File: src/rtl/instruc_loader.sv
// Byte-stream instruction loader: assembles big-endian 32-bit words from a UART-style
// byte strobe and writes them to instruction memory until HALT_WORD or memory full.
module instruc_loader #(
    parameter int                      SIZE_ADDR_PC = 32,
    parameter int                      TOTAL_SIZE   = 256,
    parameter logic [SIZE_ADDR_PC-1:0] HALT_WORD    = {SIZE_ADDR_PC{1'b1}}
) (
    input  logic                    i_clk,
    input  logic                    i_reset,
    input  logic                    i_start,
    input  logic                    i_rx_valid,
    input  logic [7:0]              i_rx_data,
    output logic [SIZE_ADDR_PC-1:0] o_instruction_address,
    output logic [SIZE_ADDR_PC-1:0] o_instruction,
    output logic                    o_flag_write_intruc,
    output logic                    o_loading,
    output logic                    o_done,
    output logic                    o_error,
    output logic                    o_overrun,
    output logic [SIZE_ADDR_PC-1:0] o_count
);

    typedef enum logic [2:0] {
        S_IDLE, S_RECV, S_SETUP, S_WRITE, S_DONE, S_ERROR
    } state_t;

    localparam logic [SIZE_ADDR_PC-1:0] LAST_ADDR = SIZE_ADDR_PC'(TOTAL_SIZE - 1);
    localparam logic [SIZE_ADDR_PC-1:0] ONE       = SIZE_ADDR_PC'(1);

    state_t                  state_q;
    logic [1:0]              byte_cnt_q;
    logic [23:0]             asm_q;
    logic [SIZE_ADDR_PC-1:0] addr_q;
    logic [SIZE_ADDR_PC-1:0] instr_q;
    logic [SIZE_ADDR_PC-1:0] count_q;
    logic                    wr_q;
    logic                    loading_q;
    logic                    done_q;
    logic                    error_q;
    logic                    overrun_q;
    logic [SIZE_ADDR_PC-1:0] word_d;

    // Three earlier bytes sit in asm_q (first byte in the top slot); the fourth completes the word.
    assign word_d = SIZE_ADDR_PC'({asm_q, i_rx_data});

    always_ff @(posedge i_clk) begin
        if (i_reset) begin
            state_q    <= S_IDLE;
            byte_cnt_q <= 2'd0;
            asm_q      <= '0;
            addr_q     <= '0;
            instr_q    <= '0;
            count_q    <= '0;
            wr_q       <= 1'b0;
            loading_q  <= 1'b0;
            done_q     <= 1'b0;
            error_q    <= 1'b0;
            overrun_q  <= 1'b0;
        end else begin
            wr_q <= 1'b0;
            case (state_q)
                S_IDLE, S_DONE, S_ERROR: begin
                    // A byte arriving with start is dropped: the new load begins clean.
                    if (i_start) begin
                        state_q    <= S_RECV;
                        byte_cnt_q <= 2'd0;
                        asm_q      <= '0;
                        addr_q     <= '0;
                        count_q    <= '0;
                        loading_q  <= 1'b1;
                        done_q     <= 1'b0;
                        error_q    <= 1'b0;
                        overrun_q  <= 1'b0;
                    end
                end
                S_RECV: begin
                    if (i_rx_valid) begin
                        if (byte_cnt_q == 2'd3) begin
                            instr_q    <= word_d;
                            asm_q      <= '0;
                            byte_cnt_q <= 2'd0;
                            state_q    <= S_SETUP;
                        end else begin
                            asm_q      <= {asm_q[15:0], i_rx_data};
                            byte_cnt_q <= byte_cnt_q + 2'd1;
                        end
                    end
                end
                S_SETUP: begin
                    if (i_rx_valid) overrun_q <= 1'b1;
                    wr_q    <= 1'b1;
                    state_q <= S_WRITE;
                end
                S_WRITE: begin
                    if (i_rx_valid) overrun_q <= 1'b1;
                    count_q <= count_q + ONE;
                    if (instr_q == HALT_WORD) begin
                        state_q   <= S_DONE;
                        done_q    <= 1'b1;
                        loading_q <= 1'b0;
                    end else if (addr_q == LAST_ADDR) begin
                        state_q   <= S_ERROR;
                        error_q   <= 1'b1;
                        loading_q <= 1'b0;
                    end else begin
                        addr_q  <= addr_q + ONE;
                        state_q <= S_RECV;
                    end
                end
                default: begin
                    state_q   <= S_IDLE;
                    loading_q <= 1'b0;
                end
            endcase
        end
    end

    assign o_instruction_address = addr_q;
    assign o_instruction         = instr_q;
    assign o_flag_write_intruc   = wr_q;
    assign o_loading             = loading_q;
    assign o_done                = done_q;
    assign o_error               = error_q;
    assign o_overrun             = overrun_q;
    assign o_count               = count_q;

endmodule

File: config.mk
export PLATFORM = sky130hd
export DESIGN_NAME = instruc_loader
export DESIGN_NICKNAME = d
export VERILOG_FILES = /design/src/rtl/instruc_loader.sv
export SDC_FILE = /design/constraint.sdc
export NUM_CORES = 1
export LEC_CHECK = 0
export BUFFER_PORTS_ARGS = -buffer_cell sky130_fd_sc_hd__buf_2
export CAP_MARGIN = 20
export CORE_ASPECT_RATIO = 0.7
export CORE_MARGIN = 3
export CORE_UTILIZATION = 30
export CTS_CLUSTER_SIZE = 25
export DETAILED_ROUTE_END_ITERATION = 10
export GPL_ROUTABILITY_DRIVEN = 0
export SYNTH_ARGS = -nofsm -noshare
export SYNTH_HDL_FRONTEND = slang
export SYNTH_SLANG_ARGS = --single-unit
File: constraint.sdc
create_clock -name i_clk -period 2.1 [get_ports i_clk]
set_input_delay 0.21 -clock i_clk [delete_from_list [all_inputs] [get_ports i_clk]]
set_output_delay 0.21 -clock i_clk [all_outputs]
set_load 0.01 [all_outputs]
# == Word level (Yosys, flattened, before mapping) ==
# Index checks and enable logic that the tools add are counted.
# totals
in_bits,12
out_inout_bits,101
wordCells,80
reg_bits,130
# op_classes
addsub,3
n_reduce_logical,16
muxes,32
eq_ne,17
bitwise_logic,1
# op_table
cell,count
$pmux 32 s2,2
$mux 32,3
$mux 24,3
$add 32x1->32 const B,2
$pmux 24 s2,1
$eq 32x32->1 const B,1
$eq 32x8->1 const B,1
$reduce_and 3->1,6
$mux 3,5
$ne 2x2->1 const B,7
$pmux 3 s4,1
$mux 1,9
$reduce_and 4->1,2
$eq 3x2->1 const B,2
$eq 3x3->1 const B,2
$mux 2,3
$pmux 1 s2,3
$reduce_bool 2->1,3
$pmux 2 s2,1
$reduce_or 2->1,2
$eq 3x1->1 const B,1
$logic_not 3->1,1
$ne 3x3->1 const B,1
$pmux 1 s3,1
other kinds (6),6

# == Longest topological paths before layout ==
# Gate-level depths: netlist of run 1.
# depth
word_depth,4
mapped_depth,9
mapped_depth_nobuf,7

# == Worst setup path after synthesis of run 1 ==
# OpenSTA, ideal clock, no wires.
# synth_path
path_type,register to register
start,register addr_q[0] (netlist: o_instruction_address[0])
end,register addr_q[22] (netlist: o_instruction_address[22])
stages_incl_launch_ff,8
t_arrival_ns,1.949
required_time_ns,1.980
synth_period_minus_slack_ns,2.069
setup_ns,0.120
n_path_buf,0
path_slack_ns,0.031
cell_sequence,dfxtp_1 > ha_1 > and3_1 > nand4_1 > nor2_1 > nand3_1 > and3_1 > a211o_1
# synth_via
elab_chain_cells,4
word_cells_on_any_way,7
cone_classes,add/sub (1); eq/ne (2); mux (3); reduce/logical (1)
# synth_rtl
element,line_no,rtl
from (decl),33,logic [SIZE_ADDR_PC-1:0] addr_q;
from (signal assigned),106,addr_q <= addr_q + ONE;
$add 32x1->32,106,
$mux 32,101,end else if (addr_q == LAST_ADDR) begin
$mux 32,97,if (instr_q == HALT_WORD) begin
$pmux 32 s2,61,case (state_q)
# Several ways; a longest one is shown, not always the timed one. The select of a mux whose other input is x is not followed.
# A chain may end at the register's enable or synchronous reset.

# == Worst setup path in the final report of run 1 ==
# layout_path
start,register addr_q[21] (netlist: o_instruction_address[21])
end,register addr_q[20] (netlist: o_instruction_address[20])
# layout_via
elab_chain_cells,3
# layout_rtl
element,line_no
$eq 32x8->1,101
$ne 2x2->1 (no line),n/a
$reduce_and 4->1 (no line),n/a
# Every way passes these cells.

==> results.sh, run 1 <==
export IMPL_synth_edff_count=0
export IMPL_clk_path_buf_depth=2
export IMPL_dieArea_um2=21200
export IMPL_relSlewSlack=0.627
export IMPL_yosys_cell_types_count=58
export IMPL_p_per_area_nw_per_um2=804
export IMPL_die_w_um=173
export IMPL_final_nets=904
export IMPL_path_cells="nor4_4, nand4_1, or3_4, o2111ai_4, buf_12, nor4_2, a211o_1"
export IMPL_diodes=0
export IMPL_min_to="o_instruction[7]$_SDFFE_PP0P_"
export IMPL_regArea_um2=2610
export IMPL_crit_path_start="o_instruction_address[21]$_SDFFE_PP0P_"
export IMPL_syn_nets=742
export IMPL_instances_no_fill=1166
export IMPL_num_rows=42
export IMPL_dp_hpwl_um=12700
export IMPL_max_cap_violations=0
export IMPL_ys_top_cells_by_count="nand2_1, dfxtp_1, a21oi_1"
export IMPL_synth_area_top_cells="dfxtp_1, nand2_1, a21oi_1, nand3_1, nand4_1"
export IMPL_cts_max_level=4
export IMPL_area_growth_pct=37.7
export IMPL_min_from="i_rx_data[7]"
export IMPL_core_area_um2=19000
export IMPL_clk_latency_ns=0.42
export IMPL_die_h_um=123
export IMPL_hold_class="input pin to register"
export IMPL_worstSetupEndpointType="register"
export IMPL_fin_crit_ns=2.12
export IMPL_required_ns=2.40
export IMPL_fin_worst_skew_ns=0.0153
export IMPL_critPathMaxFanout=20
export IMPL_r2r_end="o_instruction_address[20]$_SDFFE_PP0P_"
export IMPL_fmax_ghz=0.473
export IMPL_num_vias=5955
export IMPL_initial_utilization=0.307
export IMPL_avgSynthCellArea_um2=8.04
export IMPL_synth_top_area_frac=0.445
export IMPL_drive_above_1_share=0.287
export IMPL_cp_slowest_cell="or3_4"
export IMPL_dp_cells=1131
export IMPL_io_buffers=112
export IMPL_reg2reg_depth=7
export IMPL_worst_slack_ns=-0.0161
export IMPL_status="complete, but fails checks"
export IMPL_grt_max_degree=106
export IMPL_async_flop_share=0
export IMPL_worstSetupStartpointType="register"
export IMPL_hold_viol=0
export IMPL_p_leak_uw=0.00332
export IMPL_ys_ff_latch=130
export IMPL_cts_made_buffers=17
export IMPL_yosysWarnings=0
export IMPL_period_share=1.01
export IMPL_clk_pin_slew_ns=0.06
export IMPL_tightest_slew_ns=0.560
export IMPL_io_pins=113
export IMPL_overflow=0
export IMPL_r2r_start="o_instruction_address[21]$_SDFFE_PP0P_"
export IMPL_setup_violations=3
export IMPL_grt_usage=0.170
export IMPL_rsz0062_at_grt="true"
export IMPL_syn_area_um2=5840
export IMPL_cts_tree="built"
export IMPL_rrSetupSlack_ns=-0.02
export IMPL_drt_first_pass_iters=7
export IMPL_nFillCells=1942
export IMPL_postSynthCellCount=727
export IMPL_final_cell_area_um2=8050
export IMPL_irDropWorstVdd_uv=489
export IMPL_route_detailed_drc=0
export IMPL_worst_path_largest_cell_delay_ns=0.45
export IMPL_antenna_found_initial=0
export IMPL_whs_path_depth=3
export IMPL_drtAntennaViolNets=0
export IMPL_maxSlewViolCount=0
export IMPL_cts_hold_buf=0
export IMPL_violations="negative setup slack"
export IMPL_synth_ff_type="dfxtp_1"
export IMPL_place_area_um2=7180
export IMPL_grt_pass1_vias=5384
export IMPL_synth_most_common_cell="nand2_1"
export IMPL_multi_input_area_um2=3110
export IMPL_drt_total_wl_um=18300
export IMPL_vias_per_cell=5.11
export IMPL_wl_per_cell_um=15.7
export IMPL_worstSetupPathType="register to register"
export IMPL_grt_pass1_wl_um=28900
export IMPL_cts_root_buf="clkbuf_16"
export IMPL_drtIter0Drc=649
export IMPL_clkSinkCount=130
export IMPL_critPathArrivalTime_ns=2.42
export IMPL_synth_seq_area_share=0.445
export IMPL_yosysTopAreaCell="dfxtp_1"
per-stage QoR:
stage                     setup WS [ns]   util  setup TNS, ns  hold slack (ns)  total power [uW]
after floorplan                  0.0311      -              0            0.346              2780
after global placement          -0.0111  0.378        -0.0380            0.440              2930
after detailed placement        -0.0384  0.378         -0.149            0.446              2940
after CTS                       0.00111  0.418              0           0.0261              6510
after global routing            -0.0812  0.423         -0.420           0.0534              6670
final                           -0.0161  0.423        -0.0264           0.0412              6470
worst max-delay path: cells and delay by family, from the launching register on:
| family | cells | cell delay (ns) |
|---|---|---|
| flip-flops | 1 | 0.33 |
| AO/OA/AOI/OAI | 2 | 0.48 |
| buffers and inverters | 1 | 0.20 |
| AND/OR/NAND/NOR | 4 | 0.98 |
cells by family after synthesis:
logic type               Yosys count  share of synthesized area
adder cells (fa/ha/maj)            3                    0.00643
buffers and inverters             59                     0.0430
AO/OA/AOI/OAI                    178                      0.193
multiplexers                       5                    0.00964
flip-flops                       130                      0.445
XOR/XNOR                           2                    0.00300
AND/OR/NAND/NOR                  350                      0.299
metal layers:
layer / vias up / part of all wire / wire (um) / track usage
met3: 16 / 0.064 / 1170 / 0.0451
met1: 2791 / 0.53 / 9660 / 0.256
met4: 0 / 0.0090 / 165 / 0.0430
li1: 2985 / - / - / -
met5: - / 0 / 0 / 0
met2: 163 / 0.40 / 7270 / 0.239
repair_timing:
action,4_1_cts,5_1_grt
pin swaps,1,6
setup endpoints to repair,7,33
cloned,0,1
resized for setup,8,22
setup buffers,1,1
state kept, by name, indices dropped and copies added (netlist names), 2 cells and up:
signal and cells:
asm_q 24, o_instruction 32, o_count 32, o_instruction_address 32, state_q 3, byte_cnt_q 2
cells in the final DEF (no fill, tap or decap), drive strengths merged, types with 4 or more instances in the layout:
cell type	n
and4	7
nor4	14
and2	8
and3	16
mux2	5
a21o	7
dfxtp	130
nand2	136
nor3	17
clkbuf	19
clkinv	4
o21a	4
bufinv	7
nand2b	4
o31ai	12
nand4	31
nor2	40
o31a	4
a31oi	5
a211o	8
buf	193
o211ai	14
a21oi	87
o41ai	9
nand3	55
or3	9
o2111ai	5
inv	10
o21ai	12
power breakdown:
part	switching [uW]	leakage [uW]	internal [uW]
Combinational	266	0.00192	132
Clock	1150	0.000344	2410
Sequential	22.9	0.00105	2490
Total	1440	0.00332	5030
layout make-up:
cell class | count | share of cell area
Tap cell | 264 | 0.0411
Clock buffer | 19 | 0.0563
Clock inverter | 13 | 0.0316
Timing Repair Buffer | 193 | 0.156
Sequential cell | 130 | 0.324
Multi-Input combinational cell | 538 | 0.387
Inverter | 9 | 0.00420
how the worst max path moves through the flow:
stage,endpoint,cells past startpoint
floorplan,o_instruction_address[22]$_SDFFE_PP0P_,7
global route,o_instruction_address[26]$_SDFFE_PP0P_,7
CTS,o_instruction_address[20]$_SDFFE_PP0P_,7
global placement,o_instruction_address[31]$_SDFFE_PP0P_,7
detailed placement,o_instruction_address[17]$_SDFFE_PP0P_,7
finish,o_instruction_address[20]$_SDFFE_PP0P_,7
Note: power is estimated with default switching activity, not from simulation.
==> run 2, diff against run 1 <==
--- a/config.mk
+++ b/config.mk
@@ -13,6 +13,7 @@
 export CTS_CLUSTER_SIZE = 25
 export DETAILED_ROUTE_END_ITERATION = 10
 export GPL_ROUTABILITY_DRIVEN = 0
+export SETUP_SLACK_MARGIN = 0.3
 export SYNTH_ARGS = -nofsm -noshare
 export SYNTH_HDL_FRONTEND = slang
 export SYNTH_SLANG_ARGS = --single-unit
==> results.sh, run 2 (synthesis results as in run 1) <==
export IMPL_cts_max_level=4
export IMPL_worstSetupStartpointType="register"
export IMPL_cp_slowest_cell="or3_4"
export IMPL_instances_no_fill=1176
export IMPL_worstSetupPathType="register to register"
export IMPL_grt_pass1_wl_um=30200
export IMPL_drive_above_1_share=0.383
export IMPL_setup_violations=0
export IMPL_fin_worst_skew_ns=0.0115
export IMPL_relSlewSlack=0.675
export IMPL_die_h_um=123
export IMPL_area_growth_pct=43.4
export IMPL_antenna_found_initial=0
export IMPL_clk_pin_slew_ns=0.06
export IMPL_diodes=0
export IMPL_power_switching_uw=1420
export IMPL_layout_common_cells="nand2_1, buf_2, a21oi_1, dfxtp_1, buf_4"
export IMPL_grt_usage=0.178
export IMPL_cts_tree="built"
export IMPL_irDropWorstVdd_uv=438
export IMPL_crit_path_start="o_instruction_address[3]$_SDFFE_PP0P_"
export IMPL_die_w_um=173
export IMPL_wl_per_cell_um=16.2
export IMPL_drtIter0Drc=502
export IMPL_path_cells="and3_4, nand3_4, or3_4, buf_4, and4_4, buf_4, nand4b_1, a21oi_1"
export IMPL_worstSetupEndpointType="register"
export IMPL_dp_hpwl_um=13000
export IMPL_cp_common_cell="buf_4"
export IMPL_dp_cells=1120
export IMPL_maxSlewViolCount=0
export IMPL_p_total_uw=6110
export IMPL_max_cap_violations=0
export IMPL_vias_per_cell=5.25
export IMPL_pwr_share_comb=0.065
export IMPL_clkSinkCount=130
export IMPL_io_pins=113
export IMPL_sequentialPowerShare=0.409
export IMPL_r2r_start="o_instruction_address[3]$_SDFFE_PP0P_"
export IMPL_min_from="i_rx_data[7]"
export IMPL_grt_max_degree=107
export IMPL_required_ns=2.38
export IMPL_hold_class="input pin to register"
export IMPL_io_buffers=112
export IMPL_core_area_um2=19000
export IMPL_tightest_slew_ns=0.488
export IMPL_hold_viol=0
export IMPL_hold_slack_ns=0.0521
export IMPL_reg2reg_depth=8
export IMPL_place_area_um2=7150
export IMPL_dieArea_um2=21200
export IMPL_path_buf_inv=2
export IMPL_p_sw_frac=0.233
export IMPL_fin_crit_ns=1.99
export IMPL_cts_made_buffers=17
export IMPL_clk_path_buf_depth=2
export IMPL_num_vias=6174
export IMPL_final_nets=915
export IMPL_whs_path_depth=3
export IMPL_drt_total_wl_um=19100
export IMPL_worst_slack_ns=0.108
export IMPL_p_per_area_nw_per_um2=730
export IMPL_final_common_cell="nand2_1"
export IMPL_final_cell_area_um2=8380
export IMPL_critPathArrivalTime_ns=2.28
export IMPL_drtAntennaViolNets=0
export IMPL_overflow=0
export IMPL_cts_root_buf="clkbuf_16"
export IMPL_clk_latency_ns=0.42
export IMPL_num_rows=42
export IMPL_worst_path_largest_cell_delay_ns=0.41
export IMPL_period_share=0.948
export IMPL_grt_pass1_vias=5591
export IMPL_status="completed"
export IMPL_route_detailed_drc=0
export IMPL_fmax_ghz=0.502
export IMPL_nFillCells=1898
export IMPL_place_worst_setup_slack_ns=-0.00204
export IMPL_intPower_uw=4690
export IMPL_critical_path_top_delay_family="simple AND/OR/NAND/NOR gates"
export IMPL_initial_utilization=0.307
export IMPL_rsz0062_at_grt="true"
export IMPL_p_leak_uw=0.00351
export IMPL_power_share_clock=0.526
export IMPL_drt_first_pass_iters=5
export IMPL_critPathMaxFanout=8
export IMPL_worst_path_stages=8
-- run 2: cell count changes in the layout (fill, tap and decap cells not counted), moves of 4 or more --
cell,before,now
dfxtp_2,4,41
buf_4,74,79
o31ai_1,12,8
nor2_1,39,34
buf_6,2,10
nand2_1,136,131
nor4_4,2,8
dfxtp_1,126,81
dfxtp_4,0,8
-- run 2: what timing repair did --
item	in CTS	in global routing
pin swaps	16	22
buffers inserted	9	15
endpoints found under the setup margin	85	75
cloned	1	0
resized for setup	54	60
hold buffers	0	0
-- run 2: through the flow --
step,util,setup TNS (ns)
floorplan,-,0
global placement,0.376,-0.0645
detailed placement,0.376,-0.00204
CTS,0.425,0
global route,0.440,0
finish,0.440,0
-- run 2: per-layer routing --
layer | share of wire | wire (um) | up-vias | global-route usage
li1 | - | - | 3023 | -
met1 | 0.52 | 9910 | 2956 | 0.266
met2 | 0.41 | 7730 | 182 | 0.242
met3 | 0.066 | 1260 | 13 | 0.0597
met4 | 0.0087 | 166 | 0 | 0.0425
met5 | 0 | 0 | - | 0
-- run 2: final cells by class --
cell class	instances	area, um2	area share
repair buffers	204	1340	0.160
flip-flops and latches	130	2680	0.320
inverters	9	33.8	0.00403
well taps	264	330	0.0394
multi-input cells	538	3350	0.400
clock buffers	19	464	0.0554
clock inverters	12	178	0.0212
-- run 2: path summary, 6_finish.rpt --
path | endpoint | slack, ns
setup / recovery | o_instruction_address[14]$_SDFFE_PP0P_ | 0.11
setup reg to reg | o_instruction_address[14]$_SDFFE_PP0P_ | 0.11
hold / removal | o_instruction[7]$_SDFFE_PP0P_ | 0.05
hold reg to reg | o_instruction[24]$_SDFFE_PP0P_ | 0.45
-- run 2: power groups by stage --
stage / combinational [uW] / clock (uW) / sequential [uW]
final: 395 / 3220 / 2500
after global routing: 435 / 3400 / 2500
after CTS: 380 / 3280 / 2510
after detailed placement: 357 / 0 / 2560
after global placement: 358 / 0 / 2560
after floorplan: 234 / 0 / 2550
-- run 2: worst min-delay path, cell delays in order --
cell,delay (ns)
buf_2,0.11
nand2_1,0.05
a21oi_1,0.05
